<file path="config.mk">
export PLATFORM = sky130hd
export DESIGN_NAME = decode_queue
export DESIGN_NICKNAME = d
export VERILOG_FILES = /design/src/rtl/rvga_types.sv /design/src/rtl/imm_construct.sv /design/src/rtl/decode_queue.sv
export SDC_FILE = /design/constraint.sdc
export NUM_CORES = 1
export LEC_CHECK = 0
export BUFFER_PORTS_ARGS = -buffer_cell sky130_fd_sc_hd__buf_4
export CORE_MARGIN = 2
export CORE_UTILIZATION = 35
export CTS_BUF_LIST = sky130_fd_sc_hd__clkbuf_16
export DETAILED_ROUTE_END_ITERATION = 7
export GPL_TIMING_DRIVEN = 0
export PLACE_DENSITY = 0.61
export SLEW_MARGIN = 20
export SYNTH_ARGS = -nofsm -noshare
export SYNTH_HDL_FRONTEND = slang
export SYNTH_SLANG_ARGS = --single-unit
</file>
<file path="constraint.sdc">
create_clock -name clk_i -period 7.85 [get_ports clk_i]
set_input_delay 0.785 -clock clk_i [delete_from_list [all_inputs] [get_ports clk_i]]
set_output_delay 0.785 -clock clk_i [all_outputs]
set_load 0.005 [all_outputs]
</file>
<file path="src/rtl/rvga_types.sv">
// Shared decode types for the rvga core: instruction formats, opcodes and
// the packet layout buffered between decode and issue.
package rvga_types;

    typedef logic [31:0] rvga_word;

    typedef enum logic [2:0] {
        e_rvga_inst_type_r = 3'd0,
        e_rvga_inst_type_i = 3'd1,
        e_rvga_inst_type_s = 3'd2,
        e_rvga_inst_type_b = 3'd3,
        e_rvga_inst_type_u = 3'd4,
        e_rvga_inst_type_j = 3'd5
    } rvga_inst_type;

    typedef enum logic [6:0] {
        OPC_LUI      = 7'b0110111,
        OPC_AUIPC    = 7'b0010111,
        OPC_JAL      = 7'b1101111,
        OPC_JALR     = 7'b1100111,
        OPC_BRANCH   = 7'b1100011,
        OPC_LOAD     = 7'b0000011,
        OPC_STORE    = 7'b0100011,
        OPC_OP_IMM   = 7'b0010011,
        OPC_OP       = 7'b0110011
    } rvga_opcode_e;

    localparam logic [6:0] OPC_MISC_MEM = 7'b0001111;
    localparam logic [6:0] OPC_SYSTEM   = 7'b1110011;

    // The PC is parameterised per instance, so it is buffered alongside
    // this struct rather than inside it.
    typedef struct packed {
        rvga_inst_type inst_type;
        rvga_word      imm;
        logic [4:0]    rd;
        logic [4:0]    rs1;
        logic [4:0]    rs2;
        logic [2:0]    funct3;
        logic [6:0]    opcode;
        logic          illegal;
    } rvga_dec_pkt_s;

endpackage

</file>
<file path="src/rtl/imm_construct.sv">
// Builds the sign-extended immediate for a classified instruction word.
// Only inst[31:7] carries immediate bits, so the opcode is not an input.
module imm_construct
    import rvga_types::*;
(
    input  logic [31:7]   inst_i,
    input  rvga_inst_type inst_type_i,
    input  logic          shift_v_i,
    output rvga_word      imm_o
);

    // Format-directed immediate assembly; shifts keep only the shamt field.
    always_comb begin
        imm_o = '0;
        case (inst_type_i)
            e_rvga_inst_type_i: begin
                if (shift_v_i) imm_o = {27'd0, inst_i[24:20]};
                else           imm_o = {{20{inst_i[31]}}, inst_i[31:20]};
            end
            e_rvga_inst_type_s: imm_o = {{20{inst_i[31]}}, inst_i[31:25], inst_i[11:7]};
            e_rvga_inst_type_b: imm_o = {{19{inst_i[31]}}, inst_i[31], inst_i[7],
                                         inst_i[30:25], inst_i[11:8], 1'b0};
            e_rvga_inst_type_u: imm_o = {inst_i[31:12], 12'd0};
            e_rvga_inst_type_j: imm_o = {{11{inst_i[31]}}, inst_i[31], inst_i[19:12],
                                         inst_i[20], inst_i[30:21], 1'b0};
            default:            imm_o = '0;
        endcase
    end

endmodule

</file>
<file path="src/rtl/decode_queue.sv">
// Decode front end: classifies fetched words, builds immediates and buffers
// decoded packets in a small FIFO presented to issue.
// Handshakes: a transfer happens on a rising edge where valid and ready are
// both 1; the sender holds its payload stable while valid=1 and ready=0.
// flush_i wins over both transfers in the same cycle.
module decode_queue
    import rvga_types::*;
#(
    parameter int DEPTH    = 2,
    parameter int PC_WIDTH = 32
) (
    input  logic                clk_i,
    input  logic                reset_n_i,
    input  logic                flush_i,
    input  logic                fetch_v_i,
    input  logic [31:0]         fetch_inst_i,
    input  logic [PC_WIDTH-1:0] fetch_pc_i,
    output logic                fetch_ready_o,
    output logic                dec_v_o,
    input  logic                dec_ready_i,
    output logic [PC_WIDTH-1:0] dec_pc_o,
    output rvga_inst_type       dec_inst_type_o,
    output rvga_word            dec_imm_o,
    output logic [4:0]          dec_rd_o,
    output logic [4:0]          dec_rs1_o,
    output logic [4:0]          dec_rs2_o,
    output logic [2:0]          dec_funct3_o,
    output logic [6:0]          dec_opcode_o,
    output logic                dec_illegal_o
);

    localparam int PTR_W = $clog2(DEPTH);
    localparam int CNT_W = $clog2(DEPTH) + 1;

    logic [CNT_W-1:0]    count_q, count_d;
    logic [PTR_W-1:0]    rptr_q, rptr_d;
    logic [PTR_W-1:0]    wptr_q, wptr_d;
    rvga_dec_pkt_s       pkt_mem_q [DEPTH];
    logic [PC_WIDTH-1:0] pc_mem_q  [DEPTH];

    rvga_inst_type in_type;
    logic          in_illegal;
    logic          in_shift_v;
    rvga_word      in_imm;
    rvga_dec_pkt_s in_pkt;
    logic          push, pop;

    // Opcode classification of the incoming word.
    always_comb begin
        in_type    = e_rvga_inst_type_r;
        in_illegal = 1'b0;
        if (fetch_inst_i[1:0] != 2'b11) begin
            in_illegal = 1'b1;
        end else begin
            case (fetch_inst_i[6:0])
                OPC_LUI, OPC_AUIPC:                 in_type = e_rvga_inst_type_u;
                OPC_JAL:                            in_type = e_rvga_inst_type_j;
                OPC_JALR, OPC_LOAD, OPC_OP_IMM,
                OPC_MISC_MEM, OPC_SYSTEM:           in_type = e_rvga_inst_type_i;
                OPC_BRANCH:                         in_type = e_rvga_inst_type_b;
                OPC_STORE:                          in_type = e_rvga_inst_type_s;
                OPC_OP:                             in_type = e_rvga_inst_type_r;
                default:                            in_illegal = 1'b1;
            endcase
        end
    end

    assign in_shift_v = (fetch_inst_i[6:0] == OPC_OP_IMM) &&
                        ((fetch_inst_i[14:12] == 3'b001) || (fetch_inst_i[14:12] == 3'b101));

    imm_construct u_imm (
        .inst_i      (fetch_inst_i[31:7]),
        .inst_type_i (in_type),
        .shift_v_i   (in_shift_v),
        .imm_o       (in_imm)
    );

    // Packet written into the queue on a push.
    always_comb begin
        in_pkt           = '0;
        in_pkt.inst_type = in_type;
        in_pkt.imm       = in_imm;
        in_pkt.rd        = fetch_inst_i[11:7];
        in_pkt.rs1       = fetch_inst_i[19:15];
        in_pkt.rs2       = fetch_inst_i[24:20];
        in_pkt.funct3    = fetch_inst_i[14:12];
        in_pkt.opcode    = fetch_inst_i[6:0];
        in_pkt.illegal   = in_illegal;
    end

    // Flags come from registered count only, so ready never depends on dec_ready_i.
    assign fetch_ready_o = (count_q != CNT_W'(DEPTH));
    assign dec_v_o       = (count_q != '0);
    assign push          = fetch_v_i & fetch_ready_o & ~flush_i;
    assign pop           = dec_v_o & dec_ready_i & ~flush_i;

    // Next-state for occupancy and pointers; flush empties the queue.
    always_comb begin
        count_d = count_q;
        rptr_d  = rptr_q;
        wptr_d  = wptr_q;
        if (flush_i) begin
            count_d = '0;
            rptr_d  = '0;
            wptr_d  = '0;
        end else begin
            if (push) wptr_d = wptr_q + 1'b1;
            if (pop)  rptr_d = rptr_q + 1'b1;
            if (push && !pop)      count_d = count_q + 1'b1;
            else if (pop && !push) count_d = count_q - 1'b1;
        end
    end

    // Occupancy and pointer registers.
    always_ff @(posedge clk_i or negedge reset_n_i) begin
        if (!reset_n_i) begin
            count_q <= '0;
            rptr_q  <= '0;
            wptr_q  <= '0;
        end else begin
            count_q <= count_d;
            rptr_q  <= rptr_d;
            wptr_q  <= wptr_d;
        end
    end

    // Packet storage; contents are meaningless until written, so not reset.
    always_ff @(posedge clk_i) begin
        if (push) begin
            pkt_mem_q[wptr_q] <= in_pkt;
            pc_mem_q[wptr_q]  <= fetch_pc_i;
        end
    end

    assign dec_pc_o        = pc_mem_q[rptr_q];
    assign dec_inst_type_o = pkt_mem_q[rptr_q].inst_type;
    assign dec_imm_o       = pkt_mem_q[rptr_q].imm;
    assign dec_rd_o        = pkt_mem_q[rptr_q].rd;
    assign dec_rs1_o       = pkt_mem_q[rptr_q].rs1;
    assign dec_rs2_o       = pkt_mem_q[rptr_q].rs2;
    assign dec_funct3_o    = pkt_mem_q[rptr_q].funct3;
    assign dec_opcode_o    = pkt_mem_q[rptr_q].opcode;
    assign dec_illegal_o   = pkt_mem_q[rptr_q].illegal;

endmodule
</file>
==> flow_summary.json, run 1 <==
{
  "synthCells": 420,
  "grt_pass1_vias": 4416,
  "period_share_pct": 39.20,
  "ys_ff_latch": 190,
  "final_common_cell": "edfxtp_1",
  "synth-async-reset-ratio_pct": 2.105,
  "clock_path_buffers": 2,
  "ir_worst_vdd_mv": 0.1422,
  "drive_above_1_share_pct": 51.67,
  "synth_ff_type": "edfxtp_1",
  "synth_top_area_share_pct": 73.83,
  "pwr-share-comb_pct": 11.4,
  "coreArea_mm2": 0.02109,
  "p_sw_mw": 0.4911,
  "grtUsageTotal_pct": 14.27,
  "gp_congestion": 0.8715,
  "cts_hold_buf": 0,
  "die-area_mm2": 0.02281,
  "num_rows": 53,
  "timing.fmax_mhz": 325.0,
  "synth-compound-area-share_pct": 4.978,
  "area_growth_pct": 30.81,
  "via_count": 4318,
  "ant_nets": 0,
  "hold_viol": 0,
  "crit_arrival_ns": 2.29,
  "hp-class": "input port to asynchronous set/reset pin",
  "skew_ns": 0.008543,
  "drt-wirelength-per-cell_um": 18.19,
  "drtPass1Iterations": 4,
  "stdcell_count": 902,
  "synthMuxAreaShare_pct": 13.84,
  "layout_common_cells": "edfxtp_1 (186), buf_4 (163), mux2_2 (93), nand2_1 (19), clkbuf_16 (17)",
  "setup_tns_ns": 0,
  "port_buffers": 163,
  "syn_area_mm2": 0.007565,
  "cp.required_ns": 7.07,
  "synth_edf_count": 186,
  "synth.area.top_cells": "edfxtp_1 (74%), mux2_2 (14%), dfrtp_1 (1.3%)",
  "relSlewSlack_pct": 51.63,
  "start_util_pct": 35.87,
  "htreeDepth": 4,
  "synth_warnings": 0,
  "cts_tree": "built",
  "postSynthAreaPerCell_um2": 18.01,
  "status": "finished clean",
  "end_kind": "output pin",
  "maxCapViolations": 0,
  "fp.dieW_um": 151.0,
  "io_pins": 164,
  "clk_latency_ns": 0.42,
  "die_y_um": 151.0,
  "diodes": 0,
  "power_leakage_nw": 3.625,
  "swShare_pct": 21.75,
  "grt_pass1_wl_um": 24090,
  "rsz0062_at_grt": "false",
  "critPathKind": "register to output pin",
  "worstMarginPinSlew_ns": 0.7255,
  "clk_pin_slew_worst_paths_ns": 0.07,
  "synthesis.nets": 489,
  "drt_iter0_drc": 301,
  "ctsResizeCount": 0,
  "yosys.area_share.simple_pct": 4.118,
  "cellPowerDensity_mw_per_mm2": 228.2,
  "fillers": 1829,
  "post_drt_via_cell_ratio": 4.787,
  "finalMaxSlewViolations": 0,
  "antenna_found_initial": 0,
  "cts_setup_buffers": 0,
  "fin_nets": 683,
  "cts_sinks": 190,
  "synth_top_cell_by_area": "edfxtp_1",
  "dp.cells": 870,
  "drcViolationCount": 0,
  "p_seq_share_pct": 51.8,
  "synthAdderAreaFrac_pct": 0,
  "setup_viol": 0,
  "dpl.hpwl_um": 11420,
  "clock_tree.root_cell": "clkbuf_16",
  "grt-ovfl-total": 0,
  "pwr-share-clk_pct": 36.8,
  "power.internal_mw": 1.767,
  "synth_cell_types": 50,
  "wirelength_um": 16410,
  "yosysSeqAreaShare_pct": 75.16,
  "numCtsBuffers": 17,
  "grt_max_degree": 17,
  "synth_xor_area_share_pct": 0.3473,
  "layout_min_cycle_time_ns": 3.077,
  "startpoint_type": "register",
  "synth_top_family_by_area": "multiplexers",
  "worstPathMaxFanout": 10
}
## registers in the layout, indices dropped and copies added (netlist names)
| name | cells |
|---|---|
| pkt_mem_q | 122 |
| pc_mem_q | 64 |
| count_q | 2 |
| rptr_q | 1 |
| wptr_q | 1 |
## synth_stat cells (2+ instances only)
cell,number
o22ai_1,2
mux2_2,93
xor2_1,2
nand2b_1,3
o21ai_0,3
a21o_1,12
a21oi_1,7
nor3b_1,2
nand2_1,19
nand3b_1,2
a22o_1,4
o21ai_1,10
buf_2,13
nor2_2,2
dfrtp_1,4
and2_1,7
buf_1,3
edfxtp_1,186
inv_1,6
a211oi_1,4
nor2_1,7
## layer usage
metal | wire length (um) | up-vias | GRT usage (%) | share of wire (%)
met5 | 0 | - | 0 | 0
met4 | 100 | 0 | 3.785 | 0.61
met3 | 1155 | 7 | 3.946 | 7.0
met2 | 8027 | 147 | 23.64 | 49
met1 | 7128 | 2146 | 18.58 | 43
li1 | - | 2018 | - | -
## power groups by stage
stage	combinational [mW]	sequential, mW	clock, mW
floorplan	0.113	1.19	0
global placement	0.244	1.20	0
detailed placement	0.262	1.19	0
CTS	0.263	1.17	0.855
global route	0.280	1.17	0.904
finish	0.257	1.17	0.831
## worst max-delay path, stage by stage (launching register included)
cell and delay (ns):
dfrtp_1 0.41, clkbuf_1 0.49, buf_2 0.45, mux2_2 0.39, buf_4 0.14
## worst paths after layout
kind | to | depth (start not counted) | from | slack (ns)
max reg2reg | pc_mem_q[1][25]$_DFFE_PP_ | 6 | count_q[0]$_DFFE_PN0P_ | 5.42
max in group asynchronous | wptr_q$_DFFE_PN0P_ | 1 | reset_n_i | 7.59
min in group clk_i | pc_mem_q[1][22]$_DFFE_PP_ | 1 | fetch_pc_i[22] | 0.55
min reg2reg | count_q[1]$_DFFE_PN0P_ | 2 | count_q[0]$_DFFE_PN0P_ | 0.61
min | count_q[1]$_DFFE_PN0P_ | 1 | reset_n_i | 0.15
max | dec_rs2_o[0] | 4 | rptr_q$_DFFE_PN0P_ | 4.77
## kinds of logic (layout without fill, tap and decap cells)
family / count (synthesis) / in the layout
compound gates: 54 / 54
xor+xnor: 3 / 3
buf+inv: 25 / 232
flops: 190 / 190
mux: 93 / 93
simple gates: 55 / 55
## stage by stage
step | hold WS (ns) | utilization, % | power, mW | cell area, um2 | worst slack (ns)
CTS | 0.1314 | 46.93 | 2.288 | 9896 | 4.627
global route | 0.1264 | 46.93 | 2.356 | 9896 | 4.590
detailed placement | 0.5858 | 44.24 | 1.454 | 9329 | 5.101
finish | 0.1536 | 46.93 | 2.258 | 9896 | 4.773
global placement | 0.5517 | 43.35 | 1.442 | 9143 | 0.6002
floorplan | 0.4894 | - | 1.307 | 7575 | 2.802
## final cells by class
cell class              instances  area [um2]  share of cell area (%)
plain buffers                  18       91.34                  0.9230
flip-flops and latches        190        5685                   57.45
repair buffers                175        1398                   14.12
well taps                     275       344.1                   3.477
clock inverters                15       141.4                   1.429
inverters                       7       26.28                  0.2655
clock buffers                  17       425.4                   4.299
multi-input cells             205        1784                   18.03
(Power assumes the default switching activity.)
==> inputs of run 2 (changes only) <==
--- a/config.mk
+++ b/config.mk
@@ -5,6 +5,7 @@
 export SDC_FILE = /design/constraint.sdc
 export NUM_CORES = 1
 export LEC_CHECK = 0
+export ABC_AREA = 1
 export BUFFER_PORTS_ARGS = -buffer_cell sky130_fd_sc_hd__buf_4
 export CORE_MARGIN = 2
 export CORE_UTILIZATION = 35
==> constraint.sdc (replaced) <==
create_clock -name clk_i -period 2.5 [get_ports clk_i]
set_input_delay 0.25 -clock clk_i [delete_from_list [all_inputs] [get_ports clk_i]]
set_output_delay 0.25 -clock clk_i [all_outputs]
set_load 0.005 [all_outputs]
==> run 2 against run 1 <==
  * Hold slack got worse by 0.14 ns
  * Area after synthesis increased by 3.7%
  * Sequential share of layout area decreased by 3.4 points
  * Combinational power increased to 8.6 times the previous value
  * Non-clock buffer count increased by 40
  * First-iteration DRC count increased by 38%
  * Register-to-register slack got worse by 4.9 ns
  * Power increased to 3.8 times the previous value
  * Critical endpoint is now dec_imm_o[12]
  * Highest routed layer unchanged
==> flow_summary.json, run 2 <==
{
  "status": "finished clean",
  "hp-class": "input port to register",
  "area_growth_pct": 34.02,
  "via_count": 5663,
  "reg.largest.list": "pkt_mem_q (122), pc_mem_q (64), count_q (2)",
  "final_common_cell": "nand2_1",
  "drive_above_1_share_pct": 23.73,
  "startpoint_type": "register",
  "yosysSeqAreaShare_pct": 72.48,
  "synth-async-reset-ratio_pct": 2.105,
  "synth_warnings": 0,
  "grt-ovfl-total": 0,
  "top_register": "pkt_mem_q",
  "numCtsBuffers": 17,
  "layout_min_cycle_time_ns": 2.253,
  "swShare_pct": 29.22,
  "drcViolationCount": 0,
  "gp_congestion": 0.8018,
  "cellPowerDensity_mw_per_mm2": 806.1,
  "rsz0062_at_grt": "false",
  "power_leakage_nw": 4.664,
  "fp.dieW_um": 153.7,
  "clock_path_buffers": 2,
  "final_util_pct": 48.02,
  "cts_tree": "built",
  "synthesis.nets": 790,
  "syn_area_mm2": 0.007844,
  "power_mw": 8.474,
  "skew_ns": 0.005848,
  "worstPathMaxFanout": 14,
  "multi_input_area_mm2": 0.001941,
  "p_sw_mw": 2.476,
  "die_y_um": 153.7,
  "maxCapViolations": 0,
  "pwr-share-clk_pct": 28.7,
  "yosysMostFrequentCell": "nand2_1",
  "synthCells": 721,
  "power.internal_mw": 5.998,
  "worstMarginPinSlew_ns": 0.8758,
  "synth_edf_count": 186,
  "seqCellArea_mm2": 0.005685,
  "postSynthAreaPerCell_um2": 10.88,
  "hold_viol": 0,
  "die-area_mm2": 0.02362,
  "synth_top_area_share_pct": 71.21,
  "pwr-share-comb_pct": 26.1,
  "ant_nets": 0,
  "critPathKind": "register to output pin",
  "ir_worst_vdd_mv": 0.5019,
  "finalMaxSlewViolations": 0,
  "synth_ff_type": "edfxtp_1",
  "htreeDepth": 4,
  "p_seq_share_pct": 45.2,
  "drt_iter0_drc": 415,
  "drt-wirelength-per-cell_um": 15.87,
  "coreArea_mm2": 0.02189,
  "clock_tree.root_cell": "clkbuf_16",
  "clk_latency_ns": 0.43,
  "synth.area.top_cells": "edfxtp_1 (71%), nand2_1 (18%), nor2_1 (1.8%)",
  "setup_viol": 0,
  "crit_arrival_ns": 2.00,
  "wirelength_um": 19700,
  "largest_reg_flops": 122,
  "cts_sinks": 190,
  "synth_top_cell_by_area": "edfxtp_1",
  "synth_cell_types": 23,
  "grtUsageTotal_pct": 16.85,
  "timing.fmax_mhz": 443.9,
  "period_share_pct": 90.11,
  "io_pins": 164,
  "cts_setup_buffers": 0,
  "grt_pass1_wl_um": 30350,
  "grt_max_degree": 25,
  "cp.required_ns": 2.25,
  "ys_ff_latch": 190,
  "post_drt_via_cell_ratio": 4.563,
  "end_kind": "output pin",
  "fillers": 2044,
  "start_util_pct": 35.83,
  "fin_nets": 1017,
  "antenna_found_initial": 0,
  "grt_pass1_vias": 5507,
  "clk_pin_slew_worst_paths_ns": 0.07,
  "dpl.hpwl_um": 13860,
  "num_rows": 54,
  "relSlewSlack_pct": 41.16,
  "diodes": 0,
  "drtPass1Iterations": 5,
  "synth_commonest_cells": "nand2_1 (370), edfxtp_1 (186), nor2_1 (37)",
  "setup_tns_ns": 0,
  "layout_common_cells": "nand2_1 (370), edfxtp_1 (186), buf_4 (163), dlygate4sd3_1 (38), nor2_1 (35)",
  "port_buffers": 163
}
## run 2: cell types whose count changed after synthesis, moves of 12 or more
cell      change
mux2_2       -93
inv_1        +21
a21o_1       -12
nor2_1       +30
clkbuf_1     +17
nand2_1     +351
nand3_1      +23
## run 2: power by group through the flow
stage	Sequential, mW	Clock, mW	Combinational, mW
after CTS	3.83	2.50	2.26
after detailed placement	3.90	0	2.21
after global placement	3.91	0	2.12
after floorplan	3.90	0	0.903
after global routing	3.85	2.60	2.46
final	3.83	2.43	2.21
## run 2: path summary, 6_finish.rpt
path | from | to | slack (ns) | cells past startpoint
worst max-delay path | rptr_q$_DFFE_PN0P_ | dec_imm_o[12] | 0.25 | 5
worst min-delay path | fetch_inst_i[15] | pkt_mem_q[0][16]$_DFFE_PP_ | 0.02 | 1
worst max register to register | count_q[0]$_DFFE_PN0P_ | pkt_mem_q[1][1]$_DFFE_PP_ | 0.56 | 6
worst min register to register | wptr_q$_DFFE_PN0P_ | wptr_q$_DFFE_PN0P_ | 0.58 | 1
max in group asynchronous | reset_n_i | rptr_q$_DFFE_PN0P_ | 2.23 | 2
min in group asynchronous | reset_n_i | count_q[0]$_DFFE_PN0P_ | 0.16 | 2
## run 2: area by class of cell
| type | instances | area share (%) |
|---|---|---|
| sequential | 190 | 54.08 |
| multi-input combinational | 474 | 18.46 |
| timing repair buffer | 209 | 16.92 |
| clock buffer | 17 | 4.047 |
| tap | 280 | 3.333 |
| inverter | 32 | 1.143 |
| buffer | 24 | 1.083 |
| clock inverter | 15 | 0.9283 |
## run 2: repair_timing
action / in CTS / in global routing
hold endpoints to repair: 73 / 0
hold buffers: 38 / 0
resized for setup: 3 / 1
setup endpoints to repair: 60 / 1
pin swaps: 0 / 0
## run 2: stage by stage
stage / hold slack, ns / instance area, um2 / worst slack (ns) / std cells
2_1_floorplan: -0.04559 / 7859 / 0.01084 / 721
5_1_grt: 0.003947 / 10510 / 0.07345 / 1241
4_1_cts: 0.00006622 / 10510 / 0.1377 / 1241
6_report: 0.01566 / 10510 / 0.2474 / 1241
3_5_place_dp: 0.05375 / 9608 / 0.1699 / 1172
3_3_place_gp: 0.05289 / 9433 / -0.9493 / 1164
## run 2: cells by family (layout without fill, tap and decap cells)
group / Yosys count / count (layout) / share of synthesized area (%)
simple gates: 451 / 451 / 23.02
flops: 190 / 190 / 72.48
compound gates: 23 / 23 / 1.531
buf+inv: 57 / 297 / 2.967
## run 2: routing by layer
| metal | up-vias | routed length (um) | GRT usage [%] |
|---|---|---|---|
| li1 | 2842 | - | - |
| met1 | 2624 | 8855 | 22.50 |
| met2 | 177 | 9401 | 28.08 |
| met3 | 20 | 1158 | 3.157 |
| met4 | 0 | 280 | 5.068 |
| met5 | - | 0 | 0 |
## run 2: worst max-delay path: stages (launching register included)
cell	delay (ns)
dfrtp_1	0.43
inv_2	0.27
clkbuf_1	0.49
nand2_1	0.10
nand2_1	0.15
buf_4	0.13
